===== src/rtl/maze_run_controller.sv =====
// Game-level sequencer for the maze: owns the player position, lives,
// move counter and the IDLE/PLAY/PAUSED/DEAD/WIN/LOSE state machine.
module maze_run_controller #(
  parameter int COLS     = 18,
  parameter int CELLS    = 198,
  parameter int LIVES    = 3,
  parameter int DEAD_POS = 255
) (
  input  logic             CLK,
  input  logic             RST,
  input  logic             move_tick,
  input  logic             UPbtn,
  input  logic             DOWNbtn,
  input  logic             RIGHTbtn,
  input  logic             LEFTbtn,
  input  logic             CTRLbtn,
  input  logic [CELLS-1:0] mazestate,
  input  logic [7:0]       begin_spot,
  input  logic [7:0]       end_spot,
  output logic [7:0]       pos,
  output logic [2:0]       game_state,
  output logic [1:0]       lives,
  output logic [9:0]       move_count,
  output logic             game_active
);

  typedef enum logic [2:0] {
    IDLE   = 3'd0,
    PLAY   = 3'd1,
    PAUSED = 3'd2,
    DEAD   = 3'd3,
    WIN    = 3'd4,
    LOSE   = 3'd5
  } state_e;

  localparam logic [8:0] CELLS9 = 9'(CELLS);
  localparam logic [7:0] COLS8  = 8'(COLS);
  localparam logic [7:0] DEAD8  = 8'(DEAD_POS);
  localparam logic [1:0] LIVES2 = 2'(LIVES);

  state_e      state_q, state_d;
  logic [7:0]  pos_q, pos_d;
  logic [1:0]  lives_q, lives_d;
  logic [9:0]  mc_q, mc_d;
  logic        ctrl_q;
  logic        active_q;

  logic        ctrl_rise;
  logic        spawn_ok;
  logic        dir_any;
  logic        edge_hit;
  logic        hit;
  logic [8:0]  cand9;
  logic [7:0]  col;

  assign ctrl_rise = CTRLbtn & ~ctrl_q;
  assign spawn_ok  = ({1'b0, begin_spot} < CELLS9)
                   && mazestate[begin_spot];

  // Candidate cell is kept 9 bits wide so DOWN never wraps.
  always_comb begin
    col      = pos_q % COLS8;
    cand9    = {1'b0, pos_q};
    edge_hit = 1'b0;
    dir_any  = 1'b1;
    priority case (1'b1)
      UPbtn: begin
        cand9    = {1'b0, pos_q} - {1'b0, COLS8};
        edge_hit = pos_q < COLS8;
      end
      DOWNbtn: begin
        cand9    = {1'b0, pos_q} + {1'b0, COLS8};
        edge_hit = cand9 >= CELLS9;
      end
      RIGHTbtn: begin
        cand9    = {1'b0, pos_q} + 9'd1;
        edge_hit = col == COLS8 - 8'd1;
      end
      LEFTbtn: begin
        cand9    = {1'b0, pos_q} - 9'd1;
        edge_hit = col == 8'd0;
      end
      default: dir_any = 1'b0;
    endcase
    hit = edge_hit || (cand9 >= CELLS9)
        || !mazestate[cand9[7:0]];
  end

  always_comb begin
    state_d = state_q;
    pos_d   = pos_q;
    lives_d = lives_q;
    mc_d    = mc_q;
    unique case (state_q)
      IDLE: begin
        if (ctrl_rise && spawn_ok) begin
          state_d = PLAY;
          pos_d   = begin_spot;
          lives_d = LIVES2;
          mc_d    = '0;
        end
      end
      PLAY: begin
        if (ctrl_rise) begin
          state_d = PAUSED;
        end else if (move_tick && dir_any) begin
          if (hit) begin
            pos_d   = DEAD8;
            lives_d = lives_q - 2'd1;
            state_d = (lives_d == 2'd0) ? LOSE : DEAD;
          end else begin
            pos_d = cand9[7:0];
            if (mc_q != 10'h3FF) mc_d = mc_q + 10'd1;
            if (cand9[7:0] == end_spot) state_d = WIN;
          end
        end
      end
      PAUSED: begin
        if (ctrl_rise) state_d = PLAY;
      end
      DEAD: begin
        if (ctrl_rise) begin
          if (spawn_ok) begin
            state_d = PLAY;
            pos_d   = begin_spot;
          end else begin
            state_d = LOSE;
          end
        end
      end
      WIN, LOSE: begin
        if (ctrl_rise) begin
          state_d = IDLE;
          pos_d   = DEAD8;
        end
      end
      default: begin
        state_d = IDLE;
        pos_d   = DEAD8;
      end
    endcase
  end

  // ctrl_q resets high so a button held through reset is not an edge.
  always_ff @(posedge CLK) begin
    if (RST) begin
      state_q  <= IDLE;
      pos_q    <= DEAD8;
      lives_q  <= '0;
      mc_q     <= '0;
      ctrl_q   <= 1'b1;
      active_q <= 1'b0;
    end else begin
      state_q  <= state_d;
      pos_q    <= pos_d;
      lives_q  <= lives_d;
      mc_q     <= mc_d;
      ctrl_q   <= CTRLbtn;
      active_q <= (state_d == PLAY);
    end
  end

  assign pos         = pos_q;
  assign game_state  = state_q;
  assign lives       = lives_q;
  assign move_count  = mc_q;
  assign game_active = active_q;

endmodule


===== config.mk =====
export PLATFORM = sky130hd
export DESIGN_NAME = maze_run_controller
export DESIGN_NICKNAME = d
export VERILOG_FILES = /design/src/rtl/maze_run_controller.sv
export SDC_FILE = /design/constraint.sdc
export NUM_CORES = 1
export LEC_CHECK = 0
export CAP_MARGIN = 20
export CORE_ASPECT_RATIO = 0.5
export CORE_MARGIN = 2
export CORE_UTILIZATION = 50
export CTS_CLUSTER_DIAMETER = 80
export DETAILED_ROUTE_END_ITERATION = 7
export GPL_ROUTABILITY_DRIVEN = 1
export PLACE_DENSITY_LB_ADDON = 0.15
export SYNTH_ARGS = -nofsm -noshare
export SYNTH_HDL_FRONTEND = slang
export SYNTH_SLANG_ARGS = --single-unit
export TNS_END_PERCENT = 10

===== constraint.sdc =====
create_clock -name CLK -period 5.4 [get_ports CLK]
set_clock_uncertainty 0.05 [all_clocks]
set_input_delay 0.81 -clock CLK [delete_from_list [all_inputs] [get_ports CLK]]
set_output_delay 0.81 -clock CLK [all_outputs]
set_load 0.01 [all_outputs]

==> results.py <==
metrics = {
    "run_status": {
        "outcome": "finished clean",
    },
    "layout": {
        "nets": 1537,
        "final_core_util_pct": 71.10,
        "num_antenna_cells": 0,
        "drive_above_1_share_pct": 13.37,
        "layout_common_cells": "clkdlybuf4s50_1 (242), nand2_1 (95), buf_4 (78)",
        "stdcell_count": 1505,
        "syn_to_final_growth_pct": 37.46,
        "final_common_cell": "clkdlybuf4s50_1",
    },
    "power_and_ir_drop": {
        "powerDensity_nw_per_um2": 165.9,
        "p_seq_share_pct": 11.8,
        "p_leak_uw": 0.003996,
        "clockPowerShare_pct": 9.0,
        "p_comb_share_pct": 79.1,
        "internal_power_uw": 934.9,
        "switching_share_pct": 49.10,
        "finalPower_uw": 1837,
        "p_sw_uw": 901.8,
        "peakVddDrop_uv": 127.7,
    },
    "critical_path": {
        "timing.critical_path.mode_cell": "buf_4",
        "worstSetupPathType": "in -> reg",
        "path_cells": "clkdlybuf4s50_1 > or2_1 > or3_1 > nand2_1 > buf_4 > nand2_1 > buf_4 > a211o_1 > o21ai_0 > nor4_1 > o41ai_1 > nor4_2 > buf_4 > nand2b_1 > buf_4 > a211o_1 > a2111oi_4 > mux2i_1",
        "crit_path_end_kind": "register",
        "cp.arrival_ns": 5.42,
        "startpoint": "DOWNbtn",
        "reg2reg_slack_ns": 0.32,
        "critPathSlowestCell": "o41ai_1",
        "cp_data_required_time_ns": 5.54,
        "crit_end": "move_count[5]$_SDFFE_PP0P_",
        "r2r-start": "pos[1]$_SDFFE_PP1P_",
        "path_max_fanout": 9,
        "reg2reg_to": "move_count[5]$_SDFFE_PP0P_",
        "reg2reg_depth": 20,
        "crit_path_start_kind": "primary input",
        "slowest_delay_ns": 0.52,
    },
    "sta": {
        "worstMarginPinSlew_ns": 0.8482,
        "period_minus_slack_ns": 5.282,
        "rsz0062_at_grt": "false",
        "post-route-period-util_pct": 97.81,
        "fmax_mhz": 189.3,
        "setup_viol": 0,
        "slew-limit-headroom_pct": 43.26,
        "finalMaxSlewViolations": 0,
        "setup_ws_ns": 0.1181,
        "fin_tns_setup_ns": 0,
        "hold_viol": 0,
    },
    "floorplanning": {
        "ioPinCount": 246,
        "rows": 32,
        "dieArea_sq_um": 17210,
        "initial_utilization_pct": 51.73,
        "dieWidth_microns": 183.5,
        "die_y_microns": 93.76,
        "core_area_sq_um": 15570,
    },
    "logic_synthesis": {
        "syn_inst": 1064,
        "async_reset_ff_share_pct": 0,
        "avgSynthCellArea_sq_um": 7.572,
        "netlist_area_sq_um": 8056,
        "synth.distinct_cells": 99,
        "ys_seq_area_share_pct": 6.212,
        "ys_ff_latch": 25,
        "ys_warn_count": 0,
        "syn-num-nets": 1299,
        "synthFlopType": "dfxtp_1",
        "synth_edf_count": 0,
    },
    "clock_tree": {
        "cts_max_path_buffers": 2,
        "cts_tree": "built",
        "cts-root-buf": "clkbuf_16",
        "ctsHoldBuffers": 0,
        "cts_buffers": 3,
        "clock_sinks": 25,
        "htree_num_levels": 1,
        "clk_latency_ns": 0.26,
        "clkTransAtPathRegs_ns": 0.06,
    },
    "drt": {
        "dr.pass1.iters": 8,
        "drtIter0Drc": 1514,
        "vias": 11245,
        "ant_nets": 0,
        "avgViaCountPerCell": 7.472,
        "wirelength_mm": 37.64,
        "wire_per_inst_microns": 25.01,
        "drcViolationCount": 0,
    },
    "placement": {
        "hpwl_mm": 28.74,
        "finalWeightedCongestion": 1.083,
        "placed_cells": 1500,
        "pre_cts_slack_ns": -0.2771,
        "port_buffers": 245,
    },
    "global_routing": {
        "grt_busiest_layer": "met2",
        "track_usage_pct": 41.74,
        "grtUsageMet3_pct": 9.302,
        "overflow": 0,
        "antenna_found_initial": 0,
        "grt_max_degree": 39,
        "grt_pass1_vias": 10716,
        "use_met2_pct": 68.55,
        "grt_pass1_wl_mm": 56.93,
        "grtUsageMet1_pct": 52.65,
    },
    "worst_hold_path": {
        "hold_class": "reg -> reg",
    },
    "job": {
        "max_cap_violations": 0,
    },
}
[cells in the mapped netlist, types with 18 or more instances]
library cell	instances	area (sq um)
inv_1	35	131.4
o221ai_1	36	315.3
o22a_1	18	157.7
dfxtp_1	25	500.5
nor2_1	65	244.0
mux2i_1	68	680.7
nor3_1	31	155.2
o22ai_1	54	337.8
mux4_2	46	1036
o31ai_1	20	150.1
clkbuf_1	55	206.5
a21oi_1	55	275.3
o21ai_0	29	145.1
nand3_1	24	120.1
nand2_1	95	356.6
a211oi_1	51	382.9
a31oi_1	21	131.4
[per-layer routing]
layer	routed length, microns	share of wire (%)	up-vias
met1	13750	37	5226
met2	16960	45	985
met4	1870	5.0	0
met5	0	0	-
met3	5050	13	216
li1	-	-	4818
[power groups by stage]
stage | sequential [uW] | combinational, uW | clock (uW)
floorplan | 209 | 826 | 0
global placement | 219 | 1360 | 0
detailed placement | 220 | 1380 | 0
CTS | 216 | 1390 | 165
global route | 219 | 1520 | 173
finish | 217 | 1450 | 166
[area by class of cell]
type / instances / area, sq um
clock buffer: 4 / 78.83
fill: 1249 / 4501
inverter: 38 / 142.6
multi-input combinational: 908 / 7009
sequential: 25 / 500.5
tap: 204 / 255.2
timing repair buffer: 326 / 3088
[registers in the layout (all words and copies together) (netlist names)]
| name | flops |
|---|---|
| move_count | 10 |
| pos | 8 |
| game_state | 3 |
| lives | 2 |
| ctrl_q | 1 |
| game_active | 1 |
[worst max-delay path: cells and delay by family]
| family | cells | cell delay [ns] |
|---|---|---|
| AND/OR/NAND/NOR | 7 | 1.56 |
| AO/OA/AOI/OAI | 5 | 1.56 |
| multiplexers | 1 | 0.24 |
| buffers and inverters | 5 | 1.24 |
[logic make-up (layout without fill, tap and decap cells)]
| family | after synthesis | after routing | share of synthesized area [%] |
|---|---|---|---|
| AOI/OAI and AO/OA | 429 | 429 | 39.68 |
| and+or+nand+nor | 327 | 327 | 20.52 |
| buffers and inverters | 131 | 368 | 7.284 |
| muxes | 122 | 122 | 22.43 |
| DFF | 25 | 25 | 6.212 |
| xor gates and xnor gates | 16 | 16 | 1.739 |
| adders and majority gates | 14 | 14 | 2.143 |
[per-stage QoR]
| step | hold slack, ns | area, sq um |
|---|---|---|
| 6_report | 0.4427 | 11070 |
| 5_1_grt | 0.4738 | 11070 |
| 4_1_cts | 0.4433 | 11020 |
| 3_5_place_dp | 0.4349 | 10940 |
| 3_3_place_gp | 0.4159 | 10940 |
| 2_1_floorplan | 0.4444 | 8056 |
[what timing repair did]
item | 4_1_cts | 5_1_grt
endpoints found under the setup margin | 0 | 24
setup buffers | 0 | 1
gates resized for setup | 0 | 9
[worst min path at each step]
stage	startpoint	to	slack (ns)	cells after the start
global placement	move_count[7]$_SDFFE_PP0P_	move_count[7]$_SDFFE_PP0P_	0.42	2
finish	move_count[9]$_SDFFE_PP0P_	move_count[9]$_SDFFE_PP0P_	0.44	2
CTS	move_count[9]$_SDFFE_PP0P_	move_count[9]$_SDFFE_PP0P_	0.44	2
floorplan	move_count[5]$_SDFFE_PP0P_	move_count[5]$_SDFFE_PP0P_	0.44	2
detailed placement	move_count[9]$_SDFFE_PP0P_	move_count[9]$_SDFFE_PP0P_	0.43	2
global route	move_count[7]$_SDFFE_PP0P_	move_count[7]$_SDFFE_PP0P_	0.47	2
(Power assumes the default switching activity.)
